File: src/rtl/id_ex_stage.sv
// rtl/id_ex_stage.sv - ID/EX pipeline register with load-use bubbles, flush and halt drain
// Optional feature macro: ID_EX_HAZARD_EN (load-use detection; undefined ties lu to 0)
module id_ex_stage #(
    parameter int DRAIN_CYCLES = 3
) (
    input  logic        clk,
    input  logic        rst_n,
    input  logic        id_valid_i,
    input  logic        flush_i,
    input  logic        mem_to_reg_i,
    input  logic        rd_we_i,
    input  logic        alu_src_b_i,
    input  logic        branch_i,
    input  logic        rs1_in_use_i,
    input  logic        rs2_in_use_i,
    input  logic        stop_flag_i,
    input  logic        pc_operand_i,
    input  logic [3:0]  data_mem_we_i,
    input  logic [1:0]  alu_2bit_op_i,
    input  logic [31:0] pc_i,
    input  logic [31:0] rs1_data_i,
    input  logic [31:0] rs2_data_i,
    input  logic [31:0] imm_i,
    input  logic [4:0]  rs1_addr_i,
    input  logic [4:0]  rs2_addr_i,
    input  logic [4:0]  rd_addr_i,
    input  logic [2:0]  funct3_i,
    input  logic [6:0]  funct7_i,
    output logic        ex_mem_to_reg_o,
    output logic        ex_rd_we_o,
    output logic        ex_alu_src_b_o,
    output logic        ex_branch_o,
    output logic        ex_rs1_in_use_o,
    output logic        ex_rs2_in_use_o,
    output logic        ex_stop_flag_o,
    output logic        ex_pc_operand_o,
    output logic [3:0]  ex_data_mem_we_o,
    output logic [1:0]  ex_alu_2bit_op_o,
    output logic [31:0] ex_pc_o,
    output logic [31:0] ex_rs1_data_o,
    output logic [31:0] ex_rs2_data_o,
    output logic [31:0] ex_imm_o,
    output logic [4:0]  ex_rs1_addr_o,
    output logic [4:0]  ex_rs2_addr_o,
    output logic [4:0]  ex_rd_addr_o,
    output logic [2:0]  ex_funct3_o,
    output logic [6:0]  ex_funct7_o,
    output logic        ex_valid_o,
    output logic        stall_o,
    output logic        halted_o
);

    typedef enum logic [1:0] {
        ST_RUN    = 2'd0,
        ST_DRAIN  = 2'd1,
        ST_HALTED = 2'd2
    } state_t;

    localparam logic [3:0] DRAIN_LOAD = 4'(DRAIN_CYCLES - 1);

    state_t     state_q, state_d;
    logic [3:0] cnt_q, cnt_d;
    logic       lu;
    logic       capture;
    logic       ctl_keep;

`ifdef ID_EX_HAZARD_EN
    assign lu = ex_valid_o & ex_mem_to_reg_o & ex_rd_we_o & (ex_rd_addr_o != 5'd0) & id_valid_i &
                ((rs1_in_use_i & (rs1_addr_i == ex_rd_addr_o)) |
                 (rs2_in_use_i & (rs2_addr_i == ex_rd_addr_o)));
`else
    assign lu = 1'b0;
`endif

    // capture: ID data enters EX; ctl_keep: its controls survive as well
    assign capture  = (state_q == ST_RUN) & ~flush_i & ~lu;
    assign ctl_keep = capture & id_valid_i;

    assign stall_o  = (lu & ~flush_i & (state_q == ST_RUN)) | (state_q != ST_RUN);
    assign halted_o = (state_q == ST_HALTED);

    always_comb begin
        state_d = state_q;
        cnt_d   = cnt_q;
        case (state_q)
            ST_RUN: begin
                if (ctl_keep & stop_flag_i) begin
                    state_d = ST_DRAIN;
                    cnt_d   = DRAIN_LOAD;
                end
            end
            ST_DRAIN: begin
                if (cnt_q == 4'd0) begin
                    state_d = ST_HALTED;
                end else begin
                    cnt_d = cnt_q - 4'd1;
                end
            end
            ST_HALTED: begin
                state_d = ST_HALTED;
            end
            default: begin
                state_d = ST_RUN;
                cnt_d   = 4'd0;
            end
        endcase
    end

    always_ff @(posedge clk or negedge rst_n) begin
        if (!rst_n) begin
            state_q <= ST_RUN;
            cnt_q   <= 4'd0;
        end else begin
            state_q <= state_d;
            cnt_q   <= cnt_d;
        end
    end

    always_ff @(posedge clk or negedge rst_n) begin
        if (!rst_n) begin
            ex_valid_o       <= 1'b0;
            ex_mem_to_reg_o  <= 1'b0;
            ex_rd_we_o       <= 1'b0;
            ex_alu_src_b_o   <= 1'b0;
            ex_branch_o      <= 1'b0;
            ex_rs1_in_use_o  <= 1'b0;
            ex_rs2_in_use_o  <= 1'b0;
            ex_stop_flag_o   <= 1'b0;
            ex_pc_operand_o  <= 1'b0;
            ex_data_mem_we_o <= 4'd0;
            ex_alu_2bit_op_o <= 2'd0;
            ex_pc_o          <= 32'd0;
            ex_rs1_data_o    <= 32'd0;
            ex_rs2_data_o    <= 32'd0;
            ex_imm_o         <= 32'd0;
            ex_rs1_addr_o    <= 5'd0;
            ex_rs2_addr_o    <= 5'd0;
            ex_rd_addr_o     <= 5'd0;
            ex_funct3_o      <= 3'd0;
            ex_funct7_o      <= 7'd0;
        end else begin
            ex_valid_o       <= ctl_keep;
            ex_mem_to_reg_o  <= ctl_keep & mem_to_reg_i;
            ex_rd_we_o       <= ctl_keep & rd_we_i;
            ex_alu_src_b_o   <= ctl_keep & alu_src_b_i;
            ex_branch_o      <= ctl_keep & branch_i;
            ex_rs1_in_use_o  <= ctl_keep & rs1_in_use_i;
            ex_rs2_in_use_o  <= ctl_keep & rs2_in_use_i;
            ex_stop_flag_o   <= ctl_keep & stop_flag_i;
            ex_pc_operand_o  <= ctl_keep & pc_operand_i;
            ex_data_mem_we_o <= ctl_keep ? data_mem_we_i : 4'd0;
            ex_alu_2bit_op_o <= ctl_keep ? alu_2bit_op_i : 2'd0;
            // data fields follow capture even for an invalid slot; bubbles zero them
            ex_pc_o          <= capture ? pc_i       : 32'd0;
            ex_rs1_data_o    <= capture ? rs1_data_i : 32'd0;
            ex_rs2_data_o    <= capture ? rs2_data_i : 32'd0;
            ex_imm_o         <= capture ? imm_i      : 32'd0;
            ex_rs1_addr_o    <= capture ? rs1_addr_i : 5'd0;
            ex_rs2_addr_o    <= capture ? rs2_addr_i : 5'd0;
            ex_rd_addr_o     <= capture ? rd_addr_i  : 5'd0;
            ex_funct3_o      <= capture ? funct3_i   : 3'd0;
            ex_funct7_o      <= capture ? funct7_i   : 7'd0;
        end
    end

endmodule

File: config.mk
export PLATFORM = sky130hd
export DESIGN_NAME = id_ex_stage
export DESIGN_NICKNAME = d
export VERILOG_FILES = /design/src/rtl/id_ex_stage.sv
export SDC_FILE = /design/constraint.sdc
export NUM_CORES = 1
export LEC_CHECK = 0
export BUFFER_PORTS_ARGS = -buffer_cell sky130_fd_sc_hd__buf_2
export CORE_AREA = 2 2 134 136
export DETAILED_ROUTE_END_ITERATION = 10
export DIE_AREA = 0 0 136 138
export GPL_ROUTABILITY_DRIVEN = 0
export GPL_TIMING_DRIVEN = 0
export SLEW_MARGIN = 40
export SYNTH_ARGS = -nofsm -noshare
export SYNTH_HDL_FRONTEND = slang
export SYNTH_SLANG_ARGS = --single-unit
File: constraint.sdc
create_clock -name clk -period 5.4 [get_ports clk]
set_clock_uncertainty 0.15 [all_clocks]
set_input_delay 0.27 -clock clk [delete_from_list [all_inputs] [get_ports clk]]
set_output_delay 0.27 -clock clk [all_outputs]
set_load 0.02 [all_outputs]
Yosys cells after proc, flatten, opt, wreduce, memory -nomap -nowiden:

Cells that the tools add are included.

* register bits: 174
* bits in latches: 0
* RAM bits: 0
* bits in read-only memories: 0
* input port bits: 171
* output and inout port bits: 170
* logic and storage cells: 62
* memories kept: 0

* $add $sub $neg: 1
* multiply operators: 0
* div/mod/pow operators: 0
* order comparisons: 0
* equal/unequal tests: 5
* shifts and indexed selects: 0
* muxes and demuxes: 17
* bitwise operators: 12
* reduce and logical (&&, ||, !) cells: 5

Operators with widths (number)
* $mux 32: 4
* $mux 5: 3
* $mux 4: 3
* $pmux 4 s3: 1
* $and 1x1->1: 10
* $mux 7: 1
* $mux 2: 3
* $pmux 2 s3: 1
* $logic_not 4->1: 1
* $ne 2x2->1 const B: 2
* $sub 4x1->4 const B: 1
* $mux 3: 1
* $reduce_and 3->1: 1
* $eq 2x1->1 const B: 1
* $eq 2x2->1 const B: 1
* $logic_not 2->1: 1
* $ne 2x1->1 const B: 1
* $not 1->1: 2
* $reduce_and 2->1: 1
* $reduce_bool 2->1: 1

Logic depth before layout (Yosys ltp):

* word-level depth: 6
* gate-level depth with buffers: 7
* gate-level depth less buffers: 5

Least setup slack after synthesis:

Ideal clock, no wire load.

* kind: reg-to-reg
* from: register cnt_q[0]
* to: register state_q[0]
* library setup time: 0.128 ns
* data arrival time: 1.439 ns
* required time: 5.122 ns
* path slack: 3.683 ns
* stages on the path, launching flop included: 6
* buffers on the path: 0
* period minus slack after synthesis: 1.717 ns
* cells stage by stage: dfrtp_1 -> inv_1 -> ha_1 -> or3b_1 -> a22oi_2 -> mux2_1

* cells in the longest elaborated chain, start to end: 3

Ends and longest elaborated chain
* start, declared: line 62 `logic [3:0] cnt_q, cnt_d;`
* start signal, assigned: line 115 `cnt_q <= cnt_d;`
* $logic_not 4->1: line 93 `if (cnt_q == 4'd0) begin`
* $ne 2x2->1 (no line)
* $reduce_and 2->1 (no line)
* end signal, assigned: line 114 `state_q <= state_d;`
* end, declared: line 61 `state_t state_q, state_d;`

No other way between the ends.
A chain may end at the register's enable or synchronous reset.

Worst setup path in the final report:

* from: register state_q[0]
* to: register ex_stop_flag_o

* cells in the longest elaborated chain, start to end: 4

Ends and longest elaborated chain
* $logic_not 2->1: line 76 `assign capture = (state_q == ST_RUN) & ~flush_i & ~lu;`
* $and 1x1->1: line 76
* $and 1x1->1: line 77 `assign ctl_keep = capture & id_valid_i;`
* $and 1x1->1: line 149 `ex_stop_flag_o <= ctl_keep & stop_flag_i;`
* end signal, assigned: line 149
* end, declared: line 35 `output logic ex_stop_flag_o,`

No other way between the ends.

==> flow_metrics.tcl <==
set metrics [dict create \
    status "complete, no violations" \
    drive_gt1_share_pct 42.0 \
    r2r_cells 7 \
    max_slew_margin_pct 74.3 \
    antenna_left 0 \
    crit-reg2reg-launch "state_q[0]$_DFFE_PN0P_" \
    postSynthCellCount 396 \
    cts_made_buffers 17 \
    finalSetupTns_ns 0 \
    worstPathMaxFanout 10 \
    drt-total-wl_microns 17600 \
    grt_max_degree 65 \
    cp.buffers_inverters 4 \
    die_h_microns 138 \
    drc 0 \
    path_cells "inv_1, ha_1, inv_2, nor2_4, buf_2, and3_1, dlygate4sd3_1" \
    max_stage_delay_ns 0.53 \
    syn_to_final_growth_pct 76.0 \
    hold_path.class "in2reg" \
    grt_pass1_wl_microns 27200 \
    cts.htree.levels 4 \
    antenna_found_initial 0 \
    insertion_delay_ns 0.41 \
    vdd_drop_max_v 0.000263 \
    end_kind "flip-flop" \
    clk_pin_slew_worst_paths_ns 0.07 \
    synth_fp_nets 573 \
    layout_commonest_cell "buf_2" \
    hold_slack_ns 0.0283 \
    period_minus_slack_ns 2.15 \
    powerDensity_nw_per_um2 398 \
    ys_seq_area_share_pct 75.2 \
    worst_slew_pin_slew_ns 0.386 \
    syn_area_sq_um 5790 \
    rsz0062_at_grt "no" \
    worstPathArrival_ns 2.36 \
    cts_tree "done" \
    die_w_microns 136 \
    fin_nets 1103 \
    critPathTopFamily "buffers and inverters" \
    initial_utilization_pct 33.0 \
    finalMaxSlewViolations 0 \
    first_global_vias 5451 \
    p_leak_uw 0.00572 \
    avgViaCountPerCell 4.22 \
    critPathLaunchType "flip-flop" \
    layout_common_cells "353 x buf_2, 174 x dfrtp_1, 169 x dlygate4sd3_1" \
    place_hpwl_microns 11900 \
    routed-via-count 4924 \
    firstDrtPassIters 4 \
    cts_max_path_buffers 2 \
    rr_endpoint "ex_stop_flag_o$_DFF_PN0_" \
    max_cap_violations 0 \
    grt-ovfl-total 0 \
    r2r_slack_ns 3.25 \
    num_antenna_cells 0 \
    cp.required_ns 5.61 \
    finalHoldViolations 0 \
    die-area_sq_um 18800 \
    cts_resized 0 \
    synth_cell_type_count 26 \
    fmax_mhz 465 \
    crit_start "state_q[0]$_DFFE_PN0P_" \
    portBuffers 340 \
    clock_sinks 174 \
    syn_area_per_cell_sq_um 14.6 \
    cts_root_buffer "clkbuf_16" \
    setup_violations 0 \
    core_area_sq_um 17500 \
    grt_usage_pct 18.8 \
    fin_crit_sh_pct 39.9 \
    synth_seq_cells 174 \
    crit_type "reg2reg" \
    cp_slowest_cell "dlygate4sd3_1" \
    cp.depth 7 \
    ios 341 \
    fin_util_pct 58.1 \
    min_from "id_valid_i" \
    first_iter_violations 155 \
    crit_path_end "ex_stop_flag_o$_DFF_PN0_" \
    wl_per_cell_microns 15.1 \
    synth.yosys.warnings 0 \
    rows 49 \
]
what timing repair did:
action,4_1_cts,5_1_grt
setup endpoints to repair,0,0
hold endpoints to repair,230,0
buffers inserted,0,0
hold buffers,169,0
sequential cells by signal, summed over array words and instances, names as in the netlist:
name,cells
cnt_q,4
ex_alu_2bit_op_o,2
ex_alu_src_b_o,1
ex_branch_o,1
ex_data_mem_we_o,4
ex_funct3_o,3
ex_funct7_o,7
ex_imm_o,32
ex_mem_to_reg_o,1
ex_pc_o,32
ex_pc_operand_o,1
ex_rd_addr_o,5
ex_rd_we_o,1
ex_rs1_addr_o,5
ex_rs1_data_o,32
ex_rs1_in_use_o,1
ex_rs2_addr_o,5
ex_rs2_data_o,32
ex_rs2_in_use_o,1
ex_stop_flag_o,1
ex_valid_o,1
state_q,2
synth_stat cells:
| master | instances | area share (%) |
|---|---|---|
| and2_1 | 154 | 17 |
| ha_1 | 6 | 1.3 |
| a22oi_2 | 1 | 0.22 |
| or3_1 | 2 | 0.22 |
| mux2_1 | 2 | 0.39 |
| dfrtp_1 | 174 | 75 |
| o21ai_2 | 1 | 0.15 |
| inv_1 | 5 | 0.32 |
| and4bb_1 | 1 | 0.22 |
| nand2b_1 | 1 | 0.11 |
| o32ai_2 | 1 | 0.28 |
| buf_2 | 14 | 1.2 |
| o22ai_1 | 1 | 0.11 |
| a32oi_1 | 1 | 0.15 |
| mux2i_1 | 1 | 0.17 |
| nor2_4 | 1 | 0.19 |
| inv_2 | 2 | 0.13 |
| nand4bb_1 | 1 | 0.19 |
| clkbuf_1 | 5 | 0.32 |
| o2bb2ai_1 | 1 | 0.15 |
| nor2_1 | 2 | 0.13 |
| a2bb2oi_1 | 1 | 0.15 |
| or3b_1 | 1 | 0.15 |
| nand2_1 | 1 | 0.065 |
| and3_1 | 14 | 1.5 |
| nand3b_1 | 2 | 0.26 |
per-stage QoR:
step | std cells | area [sq um] | setup WS [ns] | power, uW
2_1_floorplan | 396 | 5790 | 3.68 | 2230
3_3_place_gp | 965 | 7770 | 1.42 | 2610
3_5_place_dp | 967 | 7840 | 3.37 | 2650
4_1_cts | 1168 | 10200 | 3.21 | 4100
5_1_grt | 1168 | 10200 | 3.12 | 4260
6_report | 1168 | 10200 | 3.25 | 4050
area by class of cell:
cell class                      instances  area [sq um]
Buffer                                 19          88.8
Clock buffer                           19           453
Clock inverter                         13           203
Fill cell                            1427          7350
Inverter                                7          26.3
Multi-Input combinational cell        196          1320
Sequential cell                       174          4350
Tap cell                              229           287
Timing Repair Buffer                  511          3460
logic make-up after synthesis:
group	after synthesis	share of synthesized area, %
adder cells (fa/ha/maj)	6	1.30
buffers and inverters	26	1.99
flip-flops	174	75.2
AO/OA/AOI/OAI	7	1.21
AND/OR/NAND/NOR	180	19.7
multiplexers	3	0.562
worst min path at each step:
stage / endpoint / slack [ns] / cells past startpoint
floorplan: cnt_q[0]$_DFFE_PN0P_ / -0.18 / 0
global placement: ex_rs2_data_o[15]$_DFF_PN0_ / 0.33 / 2
detailed placement: ex_pc_o[13]$_DFF_PN0_ / 0.05 / 1
CTS: ex_rs2_in_use_o$_DFF_PN0_ / 0.001 / 2
global route: ex_rs2_in_use_o$_DFF_PN0_ / 0.02 / 2
finish: ex_rs2_in_use_o$_DFF_PN0_ / 0.03 / 2
power breakdown:
part / leakage (uW) / internal (uW) / switching (uW)
logic: 0.00304 / 466 / 668
registers: 0.00237 / 1520 / 66.0
clock network: 0.000315 / 812 / 523
total: 0.00572 / 2790 / 1260
layer usage:
| metal | GRT usage [%] | share of wire (%) | vias to the layer above |
|---|---|---|---|
| met1 | 18.8 | 36 | 2353 |
| met3 | 6.09 | 7.6 | 59 |
| li1 | - | - | 2283 |
| met2 | 34.3 | 53 | 229 |
| met5 | 0 | 0 | - |
| met4 | 9.54 | 3.9 | 0 |
(Power assumes the default switching activity.)
